### src/rtl/tone_burst_sched_if.sv
// tone_burst_sched_if: trigger inputs and tone/status outputs of the tone burst scheduler.
interface tone_burst_sched_if;
  logic req0_i;
  logic req1_i;
  logic out_o;
  logic busy_o;
  logic active_id_o;
  logic done_o;
  modport master (output req0_i, req1_i, input out_o, busy_o, active_id_o, done_o);
  modport slave (input req0_i, req1_i, output out_o, busy_o, active_id_o, done_o);
endinterface

### src/rtl/tone_burst_sched.sv
// tone_burst_sched: shares one astable tone oscillator between two prioritised burst requesters.
// Define TONE_BURST_PREEMPT_EN to let requester 0 abort a running requester-1 burst.
module tone_burst_sched #(
  parameter int REQ0_HIGH  = 4,
  parameter int REQ0_LOW   = 4,
  parameter int REQ0_BURST = 3,
  parameter int REQ1_HIGH  = 2,
  parameter int REQ1_LOW   = 6,
  parameter int REQ1_BURST = 2,
  parameter int GAP_COUNTS = 5
) (
  input logic clk_i,
  input logic rst_ni,
  tone_burst_sched_if.slave bus
);
  localparam logic [1:0] S_IDLE = 2'd0;
  localparam logic [1:0] S_HIGH = 2'd1;
  localparam logic [1:0] S_LOW  = 2'd2;
  localparam logic [1:0] S_GAP  = 2'd3;
  localparam int MAX0  = REQ0_HIGH > REQ0_LOW ? REQ0_HIGH : REQ0_LOW;
  localparam int MAX1  = REQ1_HIGH > REQ1_LOW ? REQ1_HIGH : REQ1_LOW;
  localparam int MAXPH = MAX0 > MAX1 ? MAX0 : MAX1;
  localparam int MAXB  = REQ0_BURST > REQ1_BURST ? REQ0_BURST : REQ1_BURST;
  localparam int PW = $clog2(MAXPH) + 1;
  localparam int BW = $clog2(MAXB) + 1;
  localparam int GW = $clog2(GAP_COUNTS + 1) + 1;
  localparam logic [PW-1:0] H0 = PW'(REQ0_HIGH - 1);
  localparam logic [PW-1:0] L0 = PW'(REQ0_LOW - 1);
  localparam logic [PW-1:0] H1 = PW'(REQ1_HIGH - 1);
  localparam logic [PW-1:0] L1 = PW'(REQ1_LOW - 1);
  localparam logic [BW-1:0] B0 = BW'(REQ0_BURST - 1);
  localparam logic [BW-1:0] B1 = BW'(REQ1_BURST - 1);
  localparam logic [GW-1:0] GL = GW'(GAP_COUNTS > 0 ? GAP_COUNTS - 1 : 0);
  localparam bit NOGAP = GAP_COUNTS == 0;

  logic [1:0] state_q, state_d;
  logic [PW-1:0] ph_q, ph_d;
  logic [BW-1:0] bc_q, bc_d;
  logic [GW-1:0] gc_q, gc_d;
  logic id_q, id_d, p0_q, p0_d, p1_q, p1_d, done_q, done_d;
  logic sel0, sel1, hi_end, lo_end, last_burst, gap_end, grant_ok, preempt, grant, gid;

  always_comb begin
    sel0 = p0_q | bus.req0_i;
    sel1 = p1_q | bus.req1_i;
    hi_end = ph_q == (id_q ? H1 : H0);
    lo_end = ph_q == (id_q ? L1 : L0);
    last_burst = bc_q == (id_q ? B1 : B0);
    gap_end = gc_q == GL;
    grant_ok = state_q == S_IDLE || (state_q == S_GAP && gap_end) ||
               (NOGAP && state_q == S_LOW && lo_end && last_burst);
`ifdef TONE_BURST_PREEMPT_EN
    preempt = id_q && (state_q == S_HIGH || state_q == S_LOW) && sel0;
`else
    preempt = 1'b0;
`endif
    grant = preempt || (grant_ok && (sel0 || sel1));
    gid = !preempt && !sel0;
    p0_d = sel0 && !(grant && !gid);
    p1_d = sel1 && !(grant && gid);
    state_d = state_q;
    ph_d = (state_q == S_HIGH || state_q == S_LOW) ? ph_q + 1'b1 : ph_q;
    bc_d = bc_q;
    gc_d = state_q == S_GAP ? gc_q + 1'b1 : gc_q;
    id_d = id_q;
    done_d = 1'b0;
    if (grant) begin
      state_d = S_HIGH;
      ph_d = '0;
      bc_d = '0;
      id_d = gid;
      done_d = !preempt && state_q == S_LOW;
    end else if (state_q == S_HIGH && hi_end) begin
      state_d = S_LOW;
      ph_d = '0;
    end else if (state_q == S_LOW && lo_end) begin
      // Mid-burst LOW end starts the next oscillator cycle; the final one retires the burst.
      state_d = last_burst ? (NOGAP ? S_IDLE : S_GAP) : S_HIGH;
      ph_d = '0;
      bc_d = last_burst ? bc_q : bc_q + 1'b1;
      gc_d = '0;
      done_d = last_burst;
    end else if (state_q == S_GAP && gap_end) begin
      state_d = S_IDLE;
    end
  end

  always_ff @(posedge clk_i or negedge rst_ni) begin
    if (!rst_ni) begin
      state_q <= S_IDLE;
      ph_q <= '0;
      bc_q <= '0;
      gc_q <= '0;
      id_q <= 1'b0;
      p0_q <= 1'b0;
      p1_q <= 1'b0;
      done_q <= 1'b0;
    end else begin
      state_q <= state_d;
      ph_q <= ph_d;
      bc_q <= bc_d;
      gc_q <= gc_d;
      id_q <= id_d;
      p0_q <= p0_d;
      p1_q <= p1_d;
      done_q <= done_d;
    end
  end

  assign bus.out_o = state_q == S_HIGH;
  assign bus.busy_o = state_q != S_IDLE;
  assign bus.active_id_o = id_q;
  assign bus.done_o = done_q;
endmodule

### src/flat_wrapper.sv
// flat-port wrapper written by rule: the top's interface ports become plain ports
module tone_burst_sched_flat 
#(
  parameter int REQ0_HIGH  = 4,
  parameter int REQ0_LOW   = 4,
  parameter int REQ0_BURST = 3,
  parameter int REQ1_HIGH  = 2,
  parameter int REQ1_LOW   = 6,
  parameter int REQ1_BURST = 2,
  parameter int GAP_COUNTS = 5
)
  (clk_i, rst_ni, bus_req0_i, bus_req1_i, bus_out_o, bus_busy_o, bus_active_id_o, bus_done_o);
  tone_burst_sched_if bus_i ();
  input logic clk_i;
  input logic rst_ni;
  input wire logic [$bits(bus_i.req0_i)-1:0] bus_req0_i;
  input wire logic [$bits(bus_i.req1_i)-1:0] bus_req1_i;
  output wire logic [$bits(bus_i.out_o)-1:0] bus_out_o;
  output wire logic [$bits(bus_i.busy_o)-1:0] bus_busy_o;
  output wire logic [$bits(bus_i.active_id_o)-1:0] bus_active_id_o;
  output wire logic [$bits(bus_i.done_o)-1:0] bus_done_o;
  assign bus_i.req0_i = bus_req0_i;
  assign bus_i.req1_i = bus_req1_i;
  assign bus_out_o = bus_i.out_o;
  assign bus_busy_o = bus_i.busy_o;
  assign bus_active_id_o = bus_i.active_id_o;
  assign bus_done_o = bus_i.done_o;
  tone_burst_sched #(.REQ0_HIGH(REQ0_HIGH), .REQ0_LOW(REQ0_LOW), .REQ0_BURST(REQ0_BURST), .REQ1_HIGH(REQ1_HIGH), .REQ1_LOW(REQ1_LOW), .REQ1_BURST(REQ1_BURST), .GAP_COUNTS(GAP_COUNTS)) u_core (.clk_i(clk_i), .rst_ni(rst_ni), .bus(bus_i));
endmodule
### config.mk
export PLATFORM = sky130hd
export DESIGN_NAME = tone_burst_sched_flat
export DESIGN_NICKNAME = d
export VERILOG_FILES = /design/src/rtl/tone_burst_sched_if.sv /design/src/rtl/tone_burst_sched.sv /design/src/flat_wrapper.sv
export SDC_FILE = /design/constraint.sdc
export NUM_CORES = 1
export LEC_CHECK = 0
export CAP_MARGIN = 20
export CORE_MARGIN = 3
export CORE_UTILIZATION = 55
export CTS_CLUSTER_DIAMETER = 30
export DETAILED_ROUTE_END_ITERATION = 12
export HOLD_SLACK_MARGIN = 0.1
export PLACE_DENSITY = 0.76
export SLEW_MARGIN = 20
export SYNTH_ARGS = -nofsm -noshare
export SYNTH_HDL_FRONTEND = slang
export SYNTH_SLANG_ARGS = --single-unit
### constraint.sdc
create_clock -name clk_i -period 3.3 [get_ports clk_i]
set_input_delay 0.99 -clock clk_i [delete_from_list [all_inputs] [get_ports clk_i]]
set_output_delay 0.99 -clock clk_i [all_outputs]
set_load 0.05 [all_outputs]
==> impl_results.html <==
<table>
<tr><th>Metric</th><th>Value</th></tr>
<tr><th colspan="2">Power</th></tr>
<tr><td>Sequential fraction of design power</td><td>roughly 40%</td></tr>
<tr><td>Worst IR drop on VDD</td><td>around 600 uV</td></tr>
<tr><td>Switching portion of total power</td><td>42.72%</td></tr>
<tr><td>Power density cells</td><td>841.8 nW/um^2</td></tr>
<tr><td>Switching Power</td><td>0.3767 mW</td></tr>
<tr><td>Combinational power share</td><td>46.7%</td></tr>
<tr><td>Power Internal</td><td>0.5050 mW</td></tr>
<tr><td>Leakage power of the design</td><td>0.4835 nW</td></tr>
<tr><td>Clk pwr share</td><td>12.3%</td></tr>
<tr><th colspan="2">Synth</th></tr>
<tr><td>Synth Area per Inst</td><td>10.46 sq um</td></tr>
<tr><td>Synthesis warning total</td><td>0</td></tr>
<tr><td>Number of synthesized register bits</td><td>17</td></tr>
<tr><td>Syn Nets</td><td>101</td></tr>
<tr><td>Cell area after technology mapping</td><td>930.9 sq um</td></tr>
<tr><td>Sequential element share of the synthesized area</td><td>45.70%</td></tr>
<tr><td>Number of distinct library cell variants in the gate-level netlist after synthesis</td><td>28</td></tr>
<tr><td>Post-Synthesis Cells</td><td>89</td></tr>
<tr><th colspan="2">Run status</th></tr>
<tr><td>Status</td><td>completed</td></tr>
<tr><th colspan="2">Layout</th></tr>
<tr><td>Commonest non-fill, non-tap cell in the layout</td><td>sky130_fd_sc_hd__dfrtp_1</td></tr>
<tr><td>P&amp;R area growth vs syn</td><td>12.50%</td></tr>
<tr><td>Number of antenna repair diodes</td><td>0</td></tr>
<tr><td>Commonest non-fill, non-tap cells in the layout</td><td>17 x sky130_fd_sc_hd__dfrtp_1, 13 x sky130_fd_sc_hd__nor2_1, 8 x sky130_fd_sc_hd__ha_1</td></tr>
<tr><td>Filler cell count</td><td>132</td></tr>
<tr><td>Final nets</td><td>113</td></tr>
<tr><td>Post-Route Utilization</td><td>67.94%</td></tr>
<tr><td>Share of post-route cells with drive strength above 1</td><td>9.000%</td></tr>
<tr><th colspan="2">Global routing</th></tr>
<tr><td>Maximum number of pins on one net before global-route repair</td><td>18</td></tr>
<tr><td>Global-route wire length before repair</td><td>between 2000 and 3000 um</td></tr>
<tr><td>Total global routing track utilization</td><td>17.44%</td></tr>
<tr><td>Antenna violations before repair</td><td>0</td></tr>
<tr><td>Via count of the first global-routing pass</td><td>between 600 and 700</td></tr>
<tr><td>Total overflow reported by the global router</td><td>0</td></tr>
<tr><th colspan="2">Floorplanning</th></tr>
<tr><td>Die span in x</td><td>47.14 um</td></tr>
<tr><td>Number of cell rows</td><td>14</td></tr>
<tr><td>Die area</td><td>between 2000 and 2500 sq um</td></tr>
<tr><td>Initial core utilization</td><td>60.39%</td></tr>
<tr><td>Vertical extent of the die</td><td>around 47 um</td></tr>
<tr><td>Number of top-level pins</td><td>8</td></tr>
<tr><td>Core area</td><td>1541 sq um</td></tr>
<tr><th colspan="2">STA</th></tr>
<tr><td>Sum of negative setup slack</td><td>0 ps</td></tr>
<tr><td>Final count of pins violating max slew</td><td>0</td></tr>
<tr><td>RSZ-0062 raised after global routing</td><td>false</td></tr>
<tr><td>Remaining max-slew budget at the tightest pin</td><td>between 50 and 60%</td></tr>
<tr><td>Portion of the clock cycle consumed by the worst path in the final layout</td><td>87.86%</td></tr>
<tr><td>Final Hold Vio Count</td><td>0</td></tr>
<tr><td>Timing-limited maximum frequency</td><td>0.3449 GHz</td></tr>
<tr><td>Final setup violation count</td><td>0</td></tr>
<tr><td>Largest clock skew in the final design</td><td>~0.85 ps</td></tr>
<tr><td>Worst-margin pin slew</td><td>between 700 and 800 ps</td></tr>
<tr><td>Time the final worst path needs with I/O delays and setup</td><td>2899 ps</td></tr>
<tr><th colspan="2">Worst setup path</th></tr>
<tr><td>Dominant cell type by count on the critical path</td><td>sky130_fd_sc_hd__inv_1</td></tr>
<tr><td>Crit-path max cell delay</td><td>820 ps</td></tr>
<tr><td>Highest-delay cell along the critical path</td><td>sky130_fd_sc_hd__clkdlybuf4s50_1</td></tr>
<tr><td>Count of buffer and inverter cells on the critical path</td><td>3</td></tr>
<tr><td>Critical path class</td><td>flop to output port</td></tr>
<tr><td>Worst-path fanout max</td><td>4</td></tr>
<tr><td>Crit path DAT</td><td>1910 ps</td></tr>
<tr><td>Startpoint types</td><td>flop</td></tr>
<tr><td>Type of element capturing the critical path</td><td>output port</td></tr>
<tr><td>Worst path top cell family by delay</td><td>buffers and inverters</td></tr>
<tr><td>Critical path required time</td><td>approximately 2300 ps</td></tr>
<tr><td>List of cells traversed by the critical path</td><td>inv_1 -&gt; ha_1 -&gt; inv_1 -&gt; clkdlybuf4s50_1</td></tr>
<tr><th colspan="2">Clocking</th></tr>
<tr><td>H-tree Lvls</td><td>1</td></tr>
<tr><td>Root buffer selected by CTS</td><td>sky130_fd_sc_hd__clkbuf_4</td></tr>
<tr><td>Number of buffers on the longest clock path</td><td>2</td></tr>
<tr><td>Number of CTS-inserted buffers</td><td>3</td></tr>
<tr><td>Sinks on the clock net</td><td>17</td></tr>
<tr><td>Post-CTS Setup Repair Bufs</td><td>0</td></tr>
<tr><td>Number of gates resized after CTS</td><td>0</td></tr>
<tr><td>Worst-Skew Late Latency</td><td>280 ps</td></tr>
<tr><td>TritonCTS clock tree</td><td>built</td></tr>
<tr><td>CTS Hold Buffers Added</td><td>0</td></tr>
<tr><td>Clock-pin slew on the worst setup and hold paths</td><td>90 ps</td></tr>
<tr><th colspan="2">Min path</th></tr>
<tr><td>Worst min-delay path category</td><td>flop to flop</td></tr>
<tr><th colspan="2">Detailed routing</th></tr>
<tr><td>Wire per inst</td><td>13.26 um</td></tr>
<tr><td>First-iteration detailed-routing DRC count</td><td>9</td></tr>
<tr><td>DRC viols</td><td>0</td></tr>
<tr><td>Total via count after detailed routing</td><td>651</td></tr>
<tr><td>Remaining antenna violation count after routing</td><td>0</td></tr>
<tr><td>Wirelength, routed</td><td>~1500 um</td></tr>
<tr><td>Via density per instance</td><td>5.612</td></tr>
<tr><td>Pre-Repair DR Iteration Count</td><td>3</td></tr>
<tr><th colspan="2">Place</th></tr>
<tr><td>Post-detail-place hpwl</td><td>1180 um</td></tr>
<tr><td>Final GP Congestion</td><td>0.7298</td></tr>
<tr><td>Number of buffers added on ports</td><td>7</td></tr>
<tr><th colspan="2">Flow run</th></tr>
<tr><td>Maximum Capacitance Violations</td><td>0</td></tr>
</table>
synth_stat cells:
| cell | n | area share (%) |
|---|---|---|
| sky130_fd_sc_hd__o21ai_0 | 3 | 1.6 |
| sky130_fd_sc_hd__a21oi_1 | 3 | 1.6 |
| sky130_fd_sc_hd__nand4b_1 | 1 | 0.94 |
| sky130_fd_sc_hd__nor4bb_1 | 1 | 1.1 |
| sky130_fd_sc_hd__o21ai_2 | 1 | 0.94 |
| sky130_fd_sc_hd__nand2_1 | 7 | 2.8 |
| sky130_fd_sc_hd__nand4_1 | 3 | 2.0 |
| sky130_fd_sc_hd__nand3b_1 | 1 | 0.81 |
| sky130_fd_sc_hd__mux2i_1 | 3 | 3.2 |
| sky130_fd_sc_hd__nor4b_2 | 1 | 1.6 |
| sky130_fd_sc_hd__dfrtp_1 | 17 | 46 |
| sky130_fd_sc_hd__nor3b_1 | 1 | 0.81 |
| sky130_fd_sc_hd__xor2_1 | 5 | 4.7 |
| sky130_fd_sc_hd__and3b_1 | 1 | 0.94 |
| sky130_fd_sc_hd__a22oi_2 | 1 | 1.3 |
| sky130_fd_sc_hd__a22o_1 | 2 | 1.9 |
| sky130_fd_sc_hd__nand3_1 | 2 | 1.1 |
| sky130_fd_sc_hd__ha_1 | 8 | 11 |
| sky130_fd_sc_hd__a21oi_2 | 1 | 0.94 |
| sky130_fd_sc_hd__mux2_2 | 1 | 1.2 |
| sky130_fd_sc_hd__nor2_1 | 13 | 5.2 |
| sky130_fd_sc_hd__or3_1 | 1 | 0.67 |
| sky130_fd_sc_hd__inv_1 | 6 | 2.4 |
| sky130_fd_sc_hd__xnor2_1 | 2 | 1.9 |
| sky130_fd_sc_hd__or3b_1 | 1 | 0.94 |
| sky130_fd_sc_hd__a311oi_1 | 1 | 0.94 |
| sky130_fd_sc_hd__or4_1 | 1 | 0.81 |
| sky130_fd_sc_hd__and3b_2 | 1 | 1.1 |
flip-flops by register name (all words and copies together) (netlist names):
signal,count
u_core.bc_q,3
u_core.bus.active_id_o,1
u_core.bus.done_o,1
u_core.gc_q,4
u_core.p0_q,1
u_core.p1_q,1
u_core.ph_q,4
u_core.state_q,2
worst min-delay path: stages, from the launching register on:
cell	delay, ps
sky130_fd_sc_hd__dfrtp_1	330
sky130_fd_sc_hd__nor2_1	80
sky130_fd_sc_hd__nor2_1	90
stage by stage:
step / setup WS, ps / hold WS, ps / power (mW) / cells / cell area (sq um)
6_report: 400.7 / 540.2 / 0.8816 / 116 / 1047
5_1_grt: 308.8 / 577.3 / 0.9641 / 116 / 1047
4_1_cts: 395.7 / 541.3 / 0.8929 / 116 / 1047
3_5_place_dp: 734.3 / 517.1 / 0.7795 / 112 / 1021
3_3_place_gp: 767.4 / 506.2 / 0.7716 / 112 / 1021
2_1_floorplan: 1341 / 484.2 / 0.6728 / 89 / 930.9
layer usage:
metal / vias to the layer above / wire length, um / track usage, %
li1: 331 / - / -
met1: 313 / 719 / 20.62
met2: 5 / 768 / 29.27
met3: 2 / 33 / 2.299
met4: 0 / 16 / 11.60
met5: - / 0 / 0
power groups by stage:
stage / Sequential, mW / Combinational, mW / Clock [mW]
6_report: 0.361 / 0.411 / 0.109
2_1_floorplan: 0.370 / 0.302 / 0
3_5_place_dp: 0.364 / 0.415 / 0
5_1_grt: 0.373 / 0.465 / 0.126
4_1_cts: 0.360 / 0.417 / 0.116
3_3_place_gp: 0.361 / 0.411 / 0
cell families (layout without fill, tap and decap cells):
kind of cell	Yosys count	count (layout)	synth area share (%)
flip-flops	17	17	45.70
AO/OA/AOI/OAI	12	12	9.274
XOR/XNOR	7	7	6.586
adder cells (fa/ha/maj)	8	8	10.75
multiplexers	4	4	4.436
AND/OR/NAND/NOR	35	35	20.84
buffers and inverters	6	17	2.419
area by class of cell:
type	instances	area (sq um)	share of cell area, %
clock buffers	4	26.28	2.509
inverters	6	22.52	2.151
well taps	16	20.02	1.912
repair buffers	7	70.07	6.691
flip-flops and latches	17	425.4	40.62
multi-input cells	66	483.0	46.12
final timing paths:
path	cells after the start	slack [ps]	startpoint	endpoint
setup reg to reg	5	1450	u_core.state_q[0]$_DFFE_PN0P_	u_core.bus.done_o$_DFF_PN0_
min in group asynchronous	1	1140	rst_ni	u_core.p0_q$_DFF_PN0_
hold / removal	2	540	u_core.p0_q$_DFF_PN0_	u_core.p0_q$_DFF_PN0_
max in group asynchronous	1	1700	rst_ni	u_core.ph_q[2]$_DFFE_PN0P_
hold reg to reg	2	540	u_core.p0_q$_DFF_PN0_	u_core.p0_q$_DFF_PN0_
setup / recovery	4	400	u_core.state_q[0]$_DFFE_PN0P_	bus_busy_o
Power figures use the tool's default switching activity.
